**config.mk**
```make
export PLATFORM = sky130hd
export DESIGN_NAME = parking_lane_sensor_decoder
export DESIGN_NICKNAME = d
export VERILOG_FILES = /design/src/rtl/parking_lane_sensor_decoder.sv
export SDC_FILE = /design/constraint.sdc
export NUM_CORES = 1
export LEC_CHECK = 0
export CORE_ASPECT_RATIO = 0.9
export CORE_MARGIN = 8
export CORE_UTILIZATION = 40
export DETAILED_ROUTE_END_ITERATION = 10
export GPL_TIMING_DRIVEN = 0
export PLACE_DENSITY = 0.67
export SYNTH_ARGS = -nofsm -noshare
export SYNTH_HDL_FRONTEND = slang
export SYNTH_SLANG_ARGS = --single-unit
```
**constraint.sdc**
```tcl
create_clock -name clk -period 3.6 [get_ports clk]
set_input_delay 0.54 -clock clk [delete_from_list [all_inputs] [get_ports clk]]
set_output_delay 0.54 -clock clk [all_outputs]
set_load 0.05 [all_outputs]
```
**src/rtl/parking_lane_sensor_decoder.sv**
```systemverilog
// parking_lane_sensor_decoder
// Conditions the two raw infrared beams of a single-lane gate. Each beam is
// synchronised and then debounced. A registered 8-state FSM then decodes
// the beams into one-cycle entry/exit pulses and latches the spot ID of an
// exiting vehicle.
//
// Optional feature: define PARKING_LANE_TIMEOUT_EN to enable stall recovery.
// With it, any non-idle state held for TIMEOUT_CYCLES forces HOLD and raises
// `fault`. Without it, the FSM may dwell in any state indefinitely and
// `fault` is tied low.
module parking_lane_sensor_decoder #(
  parameter int DEBOUNCE_CYCLES = 4,
  parameter int TIMEOUT_CYCLES  = 1000
) (
  input  logic       clk,
  input  logic       reset,
  input  logic       beam_outer,
  input  logic       beam_inner,
  input  logic [1:0] exit_spot_id,
  output logic       entry_sensor,
  output logic       exit_sensor,
  output logic [1:0] exiting_position,
  output logic       busy,
  output logic       fault
);

  // Last count value before the filtered beam flips; comparing against it
  // makes the flip happen on the edge where the count reaches DEBOUNCE_CYCLES.
  localparam logic [7:0] DEB_LAST = 8'(DEBOUNCE_CYCLES - 1);

  typedef enum logic [2:0] {
    IDLE   = 3'd0,
    ENT_O  = 3'd1,
    ENT_OI = 3'd2,
    ENT_I  = 3'd3,
    EXT_I  = 3'd4,
    EXT_IO = 3'd5,
    EXT_O  = 3'd6,
    HOLD   = 3'd7
  } state_t;

  // Saturating increment for the 8-bit debounce counters.
  function automatic logic [7:0] sat_inc8(input logic [7:0] v);
    return (v == 8'hFF) ? v : v + 8'd1;
  endfunction

  logic       outer_sync_p0, outer_sync_p1;
  logic       inner_sync_p0, inner_sync_p1;
  logic [7:0] outer_cnt, inner_cnt;
  logic       outer_filt, inner_filt;
  logic [1:0] beams;

  state_t     state, next_state;
  logic       entry_next, exit_next, latch_pos;
  logic       timeout_hit;

  // Two-flop synchronisers bring the asynchronous beams into the clk domain.
  always_ff @(posedge clk or posedge reset) begin
    if (reset) begin
      outer_sync_p0 <= 1'b0;
      outer_sync_p1 <= 1'b0;
      inner_sync_p0 <= 1'b0;
      inner_sync_p1 <= 1'b0;
    end else begin
      outer_sync_p0 <= beam_outer;
      outer_sync_p1 <= outer_sync_p0;
      inner_sync_p0 <= beam_inner;
      inner_sync_p1 <= inner_sync_p0;
    end
  end

  // Outer beam debounce: accept a new level only after it has been stable
  // for DEBOUNCE_CYCLES; any return to the filtered level restarts the count.
  always_ff @(posedge clk or posedge reset) begin
    if (reset) begin
      outer_cnt  <= 8'd0;
      outer_filt <= 1'b0;
    end else if (outer_sync_p1 == outer_filt) begin
      outer_cnt <= 8'd0;
    end else if (outer_cnt == DEB_LAST) begin
      outer_filt <= outer_sync_p1;
      outer_cnt  <= 8'd0;
    end else begin
      outer_cnt <= sat_inc8(outer_cnt);
    end
  end

  // Inner beam debounce: same filter as the outer beam, independent counter.
  always_ff @(posedge clk or posedge reset) begin
    if (reset) begin
      inner_cnt  <= 8'd0;
      inner_filt <= 1'b0;
    end else if (inner_sync_p1 == inner_filt) begin
      inner_cnt <= 8'd0;
    end else if (inner_cnt == DEB_LAST) begin
      inner_filt <= inner_sync_p1;
      inner_cnt  <= 8'd0;
    end else begin
      inner_cnt <= sat_inc8(inner_cnt);
    end
  end

  assign beams = {outer_filt, inner_filt};

`ifdef PARKING_LANE_TIMEOUT_EN
  localparam logic [15:0] TO_LAST = 16'(TIMEOUT_CYCLES - 1);

  // Saturating increment for the 16-bit dwell counter.
  function automatic logic [15:0] sat_inc16(input logic [15:0] v);
    return (v == 16'hFFFF) ? v : v + 16'd1;
  endfunction

  logic [15:0] dwell_cnt;

  // dwell_cnt is 0 during the first cycle of a state, so reaching TO_LAST
  // means the state has been visible for TIMEOUT_CYCLES cycles.
  assign timeout_hit = (state != IDLE) && (dwell_cnt == TO_LAST);

  // Dwell counter: restarts on every state change, including a timeout
  // re-entering HOLD, and counts only outside IDLE.
  always_ff @(posedge clk or posedge reset) begin
    if (reset) begin
      dwell_cnt <= 16'd0;
    end else if ((next_state != state) || timeout_hit) begin
      dwell_cnt <= 16'd0;
    end else if (state != IDLE) begin
      dwell_cnt <= sat_inc16(dwell_cnt);
    end else begin
      dwell_cnt <= 16'd0;
    end
  end

  // Fault flag: set by a timeout, cleared once HOLD releases to IDLE.
  always_ff @(posedge clk or posedge reset) begin
    if (reset) begin
      fault <= 1'b0;
    end else if (timeout_hit) begin
      fault <= 1'b1;
    end else if ((state == HOLD) && (next_state == IDLE)) begin
      fault <= 1'b0;
    end
  end
`else
  assign timeout_hit = 1'b0;
  assign fault       = 1'b0;
`endif

  // State register, with the pulses, busy and the spot latch registered alongside.
  always_ff @(posedge clk or posedge reset) begin
    if (reset) begin
      state            <= IDLE;
      entry_sensor     <= 1'b0;
      exit_sensor      <= 1'b0;
      busy             <= 1'b0;
      exiting_position <= 2'b00;
    end else begin
      state        <= next_state;
      entry_sensor <= entry_next;
      exit_sensor  <= exit_next;
      busy         <= (next_state != IDLE);
      if (latch_pos) begin
        exiting_position <= exit_spot_id;
      end
    end
  end

  // Next-state decode on the filtered pair {O, I}. A pair change that flips
  // both beams between single-blocked levels is not a valid passage step,
  // so it parks in HOLD.
  always_comb begin
    next_state = state;
    case (state)
      IDLE: begin
        case (beams)
          2'b10:   next_state = ENT_O;
          2'b01:   next_state = EXT_I;
          2'b11:   next_state = HOLD;
          default: next_state = IDLE;
        endcase
      end
      ENT_O: begin
        case (beams)
          2'b11:   next_state = ENT_OI;
          2'b00:   next_state = IDLE;
          2'b01:   next_state = HOLD;
          default: next_state = ENT_O;
        endcase
      end
      ENT_OI: begin
        case (beams)
          2'b01:   next_state = ENT_I;
          2'b10:   next_state = ENT_O;
          2'b00:   next_state = IDLE;
          default: next_state = ENT_OI;
        endcase
      end
      ENT_I: begin
        case (beams)
          2'b00:   next_state = IDLE;
          2'b11:   next_state = ENT_OI;
          2'b10:   next_state = HOLD;
          default: next_state = ENT_I;
        endcase
      end
      EXT_I: begin
        case (beams)
          2'b11:   next_state = EXT_IO;
          2'b00:   next_state = IDLE;
          2'b10:   next_state = HOLD;
          default: next_state = EXT_I;
        endcase
      end
      EXT_IO: begin
        case (beams)
          2'b10:   next_state = EXT_O;
          2'b01:   next_state = EXT_I;
          2'b00:   next_state = IDLE;
          default: next_state = EXT_IO;
        endcase
      end
      EXT_O: begin
        case (beams)
          2'b00:   next_state = IDLE;
          2'b11:   next_state = EXT_IO;
          2'b01:   next_state = HOLD;
          default: next_state = EXT_O;
        endcase
      end
      HOLD: begin
        if (beams == 2'b00) begin
          next_state = IDLE;
        end
      end
      default: next_state = IDLE;
    endcase
    if (timeout_hit) begin
      next_state = HOLD;
    end
  end

  // Output decode: completion pulses are issued only from states in which
  // the far beam has been reached; the spot ID is captured when an exit starts.
  always_comb begin
    entry_next = 1'b0;
    exit_next  = 1'b0;
    latch_pos  = 1'b0;
    case (state)
      ENT_OI, ENT_I: entry_next = (next_state == IDLE);
      EXT_IO, EXT_O: exit_next  = (next_state == IDLE);
      IDLE:          latch_pos  = (next_state == EXT_I);
      default: ;
    endcase
  end

endmodule

```
## Yosys cells after proc, flatten, opt, wreduce, memory -nomap -nowiden

Index checks and enable logic that the tools add are counted.

- Reduce and logical (&&, ||, !) cells: 8
- Bitwise operators: 2
- Equality and inequality tests: 19
- Add/subtract/negate cells: 2
- Multiplexer cells: 18

Operators by type and width:

| kind | number |
|---|---|
| 3-bit case mux with 3 select lines | 6 |
| 8-bit 2-to-1 mux | 6 |
| 3-bit case mux with 8 select lines | 1 |
| 8-bit by 1-bit adder with 8-bit output, second input constant | 2 |
| 8-bit by 2-bit == test with 1-bit output, second input constant | 2 |
| 8-bit == test, second input constant | 2 |
| 3-bit == test, second input constant | 5 |
| 3-bit by 2-bit == test with 1-bit output, second input constant | 2 |
| 3-bit logical NOT | 2 |
| 3-bit != test, second input constant | 2 |
| 2-bit case mux with 3 select lines | 1 |
| 2-bit == test, second input constant | 2 |
| 2-bit AND reduction | 2 |
| 2-bit OR reduction | 2 |
| 3-bit by 1-bit == test with 1-bit output, second input constant | 1 |
| 1-bit 2-to-1 mux | 3 |
| 3-bit 2-to-1 mux | 1 |
| 3-bit nonzero test | 1 |
| 1-bit == test | 2 |
| 2-bit by 1-bit == test with 1-bit output, second input constant | 1 |
| 2-bit logical NOT | 1 |
| 1-bit inverter | 2 |

- Register bits: 30

## Logic depth before layout (Yosys ltp)

Gate-level depths: netlist of the first run.

- Word-level depth: 5
- Depth in mapped cells: 6
- Depth with buffers taken out: 6

## Worst setup path before layout of the first run

Ideal clock, no wire load.

- Path kind: register to register
- Start: register outer_filt
- End: register exiting_position[0]
- Stages on the path, launching flop included: 7
- Clock period less this slack: 2,104 ps
- Setup slack: 1,496 ps
- Setup time: 128 ps
- Arrival time: 1,976 ps
- Path through: dfrtp_1 inv_1 ha_1 or2_1 a311o_1 nor4b_4 mux2_1

- Word-level cells in the longest chain between the ends: 5
- Elaborated cells on any way between the ends: 15
- Those cells by class: eq/ne (4); mux (10); reduce/logical (1)

RTL lines:

| element | RTL line | RTL |
|---|---|---|
| start: declaration | 50 | `logic outer_filt, inner_filt;` |
| start signal: assignment | 81 | `outer_filt <= outer_sync_p1;` |
| 2-bit by 1-bit == test with 1-bit output, or another cell as far along | -- |  |
| 3-bit case mux with 3 select lines, or another cell as far along | 222 | `case (beams)` |
| 3-bit case mux with 8 select lines (*) | 172 | `case (state)` |
| 3-bit == test (*) | 250 | `IDLE: latch_pos = (next_state == EXT_I);` |
| 1-bit 2-to-1 mux (*) | 247 | `case (state)` |
| end signal: assignment | 162 | `exiting_position <= exit_spot_id;` |
| end: declaration | 22 | `output logic [1:0] exiting_position,` |

Mark *: on every way between the ends. The rest lies on a longest branch, timed or not.
A chain may end at the register's enable or synchronous reset.

## Final worst setup path of the first run

Same ends and word-level chain as after synthesis.

==> results of run 1 <==
[critical path, delay by kind of cell, from the launching register on]
kind,cells,cell delay [ns]
AO/OA/AOI/OAI,1,0.40
adder cells (fa/ha/maj),1,0.23
buffers and inverters,1,0.14
flip-flops,1,0.47
multiplexers,1,0.35
AND/OR/NAND/NOR,2,0.55
[metrics by stage]
stage	util (%)	instances	hold WS, ns	setup WS [ns]
finish	49.0	219	0.352	1.35
detailed placement	46.6	211	0.342	1.33
CTS	49.0	219	0.357	1.32
global placement	46.6	211	0.336	1.39
floorplan	-	155	0.331	1.50
global route	49.0	219	0.364	1.23
[state kept, by name (all words and copies together) (netlist names)]
signal and cells:
state 3, entry_sensor 1, outer_filt 1, inner_sync_p1 1, outer_sync_p0 1, exit_sensor 1, inner_sync_p0 1, inner_filt 1
outer_sync_p1 1, inner_cnt 8, busy 1, exiting_position 2, outer_cnt 8
[cells in the mapped netlist (2+ instances only)]
cell type / n
dfrtp_1: 30
nor2_1: 21
nand2_1: 13
ha_1: 10
nor3_1: 8
nand3_1: 7
inv_1: 6
o21ai_0: 6
xor2_1: 5
a21oi_1: 4
a211oi_1: 3
and3b_1: 3
mux2_2: 3
mux2i_1: 3
buf_6: 2
mux2_1: 2
nand4_1: 2
or3_1: 2
[worst max-delay path by stage]
stage / cells past startpoint / endpoint / startpoint
6_report: 6 / exiting_position[0] / outer_filt
5_1_grt: 6 / exiting_position[1] / outer_filt
4_1_cts: 6 / exiting_position[0] / outer_filt
3_5_place_dp: 6 / exiting_position[0] / outer_filt
3_3_place_gp: 6 / exiting_position[0] / outer_filt
2_1_floorplan: 6 / exiting_position[0] / outer_filt
[per-layer routing]
metal / vias up / GRT usage, %
li1: 576 / -
met1: 562 / 12.3
met2: 25 / 15.9
met3: 9 / 3.66
met4: 0 / 5.93
met5: - / 0
[layout by cell type, fill, tap and decap left out, types with 4 or more instances in the layout]
cell / instances
nor2_1: 21
clkdlybuf4s50_1: 10
a21oi_1: 4
clkbuf_8: 6
dfrtp_1: 30
inv_1: 6
xor2_1: 5
nand3_1: 7
o21ai_0: 6
nand2_1: 13
nor3_1: 8
ha_1: 10
[power by group]
part / leakage [nW] / switching, W / internal, W
Clock: 0.0482 / 0.000121 / 0.000154
Combinational: 0.381 / 0.000338 / 0.000246
Sequential: 0.389 / 0.0000632 / 0.000415
[cells by family (layout without fill, tap and decap cells)]
family / count (synthesis) / in the layout / synth area share (%)
compound gates: 20 / 20 / 8.57
mux: 8 / 8 / 5.42
buf+inv: 10 / 28 / 3.62
xor+xnor: 5 / 5 / 2.75
flops: 30 / 30 / 47.2
fa+ha+maj: 10 / 10 / 7.86
other cells: 1 / 1 / 0.236
simple gates: 71 / 71 / 24.4
[final cells by class]
class / count / share of cell area [%]
inverter: 6 / 1.22
clock inverter: 1 / 0.272
sequential: 30 / 40.8
buffer: 4 / 1.90
tap: 46 / 3.13
timing repair buffer: 10 / 5.44
multi-input combinational: 115 / 42.6
clock buffer: 7 / 4.69
==> run metrics, run 1 <==
Final TNS setup=0 ns; Leakage Power=0.819 nW; WL/cell=13.4 um; post-route cell area=1840 um^2; max-cap violations=0; Seq/Total Area, Yosys=47.2%; DRT Wirelength=2.92 mm; largest net degree at the start of global routing=31; via count=1172; Clock transition at path regs=0.06 ns; GRT overflow=0; Syn Std Cell Area=1590 um^2; endpoint class of the critical path=flop; starting density of the core=42.4%; CTS tree=done; Main synth FF type=dfrtp_1; multi-input logic area=783 um^2; Worst Path Required=3.76 ns; Post-synth EDFFs=0; synthesis-stage register bit count=30; critical path class=flop to flop; total power=0.00134 W; min cycle time layout=2.25 ns; Avg Cell Area, Syn=10.3 um^2; Cell Pwr Density=726 nW/um^2; Final ANT Viol Nets=0; WL met2=1.41 mm; hpwl dp=2.18 mm; RSZ-0062 raised after global routing=no; core area=3760 um^2; Die X-Extent=82.5 um; Async SR Flop Fraction=100%; Worst Hold Class=flop to flop; final period utilization=62.6%; final hold vios=0; initial antenna violation count=0; fmax=0.444 GHz; cell count of the worst hold path=0; 1st-iter DRT viols=67; height of the die=75.8 um; Rel. slew slack=24.5%; yosys warns=0; outcome=finished, final reports clean; largest cells by area after synthesis=dfrtp_1 47%, ha_1 7.9%, nor2_1 5.0%; DRT met1 WL=1.31 mm; VDD IR max=0.307 mV; Slew @ Worst Pin=1.13 ns; total I/O pin count=12; Placement Cell Area=1750 um^2; Synth cell types=43; CTS Root Cell=clkbuf_8; First-pass DRT Iterations=4; Syn Nets=171; Global Route Usage Sum=10.4%; FILL cells=350; # hold bufs at CTS=0; Cell Chain, Critical Path=inv_1, ha_1, or2_1, a311o_1, nor4b_4, mux2_1; Worst R2R Setup Slack=1.35 ns; CP startpoint kind=flop; CTS Sinks=30; top layer reached by signal wires=met4; met3 routed WL=129 um; FF-to-FF End=exiting_position[0]; routability cong.=0.863; Total Nets Final=188; slowest cell on the critical path=dfrtp_1; clock latency on the worst-skew pair=0.28 ns; worst r2r src=outer_filt; Yosys top cell area share=47.2%; row cnt=21; register area=751 um^2; Inserted Clock Buffers=5; worst path arrival time=2.41 ns; DRC Markers=0; vias in the first global route=1131; Slew Limit Fails=0; Antenna diodes=0; Layout Skew=0.00466 ns; reg2reg path depth=6; htree depth=2; crit path max fanout=7; Worst Hold Launch=inner_sync_p0; quantity of I/O buffers inserted on ports=10; Hold Crit Endpoint=inner_sync_p1; P&R area growth vs syn=15.6%; post-synthesis cell count=155; Setup Viol. Count Final=0; Post-CTS Resized=0; max incr delay on CP=0.47 ns; CTS Buffer Depth=2; Die ar.=6260 um^2; post-synth top area cell=dfrtp_1; layout cells sized above 1=12.1%; first-pass GRT wire length=4.96 mm; vias per cell=5.35; Setup Fix Bufs, Post-CTS=0
No activity file was read; power rests on OpenSTA's default activity.
==> run 2, diff against run 1 <==
==> constraint.sdc (replaced) <==
create_clock -name clk -period 2.3 [get_ports clk]
set_input_delay 0.345 -clock clk [delete_from_list [all_inputs] [get_ports clk]]
set_output_delay 0.345 -clock clk [all_outputs]
set_load 0.05 [all_outputs]
==> run 2 against run 1 <==
Compared with the run above:
- critical path depth is the same
- register-to-register slack got worse by 1.2 ns
- cell count unchanged
- sequential power grew 58%
- worst setup slack lost 1.2 ns
- global-route usage unchanged
- largest cell class unchanged
==> run metrics, run 2 (synthesized netlist as in run 1, its figures left out) <==
outcome=finished, final reports clean; Slew Limit Fails=0 (unchanged); Clock Power Share=20.4% (about the same); layout cells sized above 1=13.9% (+1.7 points); Sw Ratio=39.0% (about the same); Rel. slew slack=24.6% (+0.18 points); Die ar.=6260 um^2 (unchanged); Cell Pwr Density=1140 nW/um^2 (+57%); clock latency on the worst-skew pair=0.28 ns (about the same); post-route cell area=1840 um^2 (+0.20%); via count=1171 (-0.085%); vias in the first global route=1131 (unchanged); CP startpoint kind=flop; total I/O pin count=12 (unchanged); DRC Markers=0 (unchanged); Leakage Power=0.816 nW (-0.41%); Setup Fix Bufs, Post-CTS=0 (unchanged); Final TNS setup=0 ns (unchanged); WL/cell=13.5 um (+0.89%); quantity of I/O buffers inserted on ports=10 (unchanged); P&R area growth vs syn=15.9%; final hold vios=0 (unchanged); height of the die=75.8 um (unchanged); Pint=0.00128 W (+57%); min cycle time layout=2.18 ns (-0.0724 ns); Setup Viol. Count Final=0 (unchanged); most frequent cells in the layout=29 x dfrtp_1, 21 x nor2_1, 13 x nand2_1, 10 x clkdlybuf4s50_1, 9 x ha_1; routability cong.=0.863 (unchanged); sequential power share=35.9% (about the same); starting density of the core=42.4% (unchanged); total power=0.00210 W (+57%); initial antenna violation count=0 (unchanged); Worst R2R Setup Slack=0.12 ns (-1.23 ns); Crit path max-delay family=simple AND/OR/NAND/NOR gates; Slew @ Worst Pin=1.13 ns (-0.00263 ns); CTS Buffer Depth=2 (unchanged); fmax=0.458 GHz (+3.3%); 1st-iter DRT viols=47 (-30%); biggest regs=inner_cnt: 8 flops, outer_cnt: 8 flops, state: 3 flops; largest net degree at the start of global routing=31 (unchanged); met3 routed WL=124 um (-3.9%); Layout Skew=0.00447 ns (-0.000193 ns); htree depth=2 (unchanged); Antenna diodes=0 (unchanged); First-pass DRT Iterations=4 (unchanged); Die X-Extent=82.5 um (unchanged); WL met2=1.44 mm (+2.0%); crit path max fanout=7 (unchanged); core area=3760 um^2 (unchanged); max incr delay on CP=0.43 ns (-0.04 ns); CTS Sinks=30 (unchanged); worst path arrival time=2.34 ns (-0.07 ns); row cnt=21 (unchanged); Clock transition at path regs=0.06 ns (about the same); VDD IR max=0.483 mV (+57%); Worst Path Required=2.46 ns (-1.30 ns); max-cap violations=0 (unchanged); fin util=49.1% (+0.10 points); DRT Wirelength=2.95 mm (+0.89%); commonest non-fill, non-tap cell in the layout=dfrtp_1; Buf+Inv Stages, Crit Path=1 (unchanged); CTS tree=done; final period utilization=94.9% (+32 points); DRT met1 WL=1.31 mm (+0.15%); Cell Chain, Critical Path=inv_1, ha_1, or2_1, a311o_1, nor4b_4, mux2_1; Comb pwr share=43.7% (about the same); first-pass GRT wire length=4.96 mm (unchanged); Total Nets Final=188 (unchanged); Global Route Usage Sum=10.4% (unchanged); Inserted Clock Buffers=5 (unchanged); endpoint class of the critical path=flop; GRT overflow=0 (unchanged); hpwl dp=2.18 mm (unchanged); critical path class=flop to flop; Placement Cell Area=1750 um^2 (unchanged); top layer reached by signal wires=met4; CTS Root Cell=clkbuf_8; slowest cell on the critical path=dfrtp_2; Worst Hold Class=flop to flop; RSZ-0062 raised after global routing=no; Final ANT Viol Nets=0 (unchanged); # hold bufs at CTS=0 (unchanged); NetSw=0.000819 W (+57%); vias per cell=5.35 (about the same)
[run 2: cell counts in the layout (fill, tap and decap cells not counted)]
No cell type changed its count.
[run 2: area by class of cell]
type / count / area (um^2)
clock buffer: 7 / 86.3
timing repair buffer: 10 / 100
fill: 352 / 1910
tap: 46 / 57.6
sequential: 30 / 752
clock inverter: 1 / 5.00
inverter: 6 / 22.5
buffer: 4 / 35.0
multi-input combinational: 115 / 786
[run 2: repair_timing]
action	in CTS	in global routing
resized for setup	0	3
hold endpoints to repair	0	0
setup endpoints to repair	0	2
[run 2: final timing paths]
check                              start                  end  cells after the start
max                           outer_filt  exiting_position[0]                      6
min                        inner_sync_p0        inner_sync_p1                      0
max reg2reg                   outer_filt  exiting_position[0]                      6
min reg2reg                inner_sync_p0        inner_sync_p1                      0
max in group asynchronous          reset           outer_filt                      2
min in group asynchronous          reset        inner_sync_p0                      2
[run 2: metal layers]
| metal | vias to the layer above | GRT usage (%) |
|---|---|---|
| li1 | 576 | - |
| met1 | 565 | 12.3 |
| met2 | 21 | 15.9 |
| met3 | 9 | 3.66 |
| met4 | 0 | 5.93 |
| met5 | - | 0 |
[run 2: power groups by stage]
stage	combinational (W)	sequential, W	clock (W)
detailed placement	0.000917	0.000761	0
global placement	0.000876	0.000750	0
CTS	0.000923	0.000751	0.000445
finish	0.000918	0.000753	0.000429
floorplan	0.000574	0.000866	0
global route	0.00102	0.000770	0.000469
[run 2: stage by stage]
| step | setup slack [ns] | hold slack, ns | std cells |
|---|---|---|---|
| 5_1_grt | 0.0206 | 0.364 | 219 |
| 6_report | 0.118 | 0.352 | 219 |
| 4_1_cts | 0.0158 | 0.357 | 219 |
| 3_3_place_gp | 0.0895 | 0.336 | 211 |
| 2_1_floorplan | 0.196 | 0.331 | 155 |
| 3_5_place_dp | 0.0305 | 0.342 | 211 |
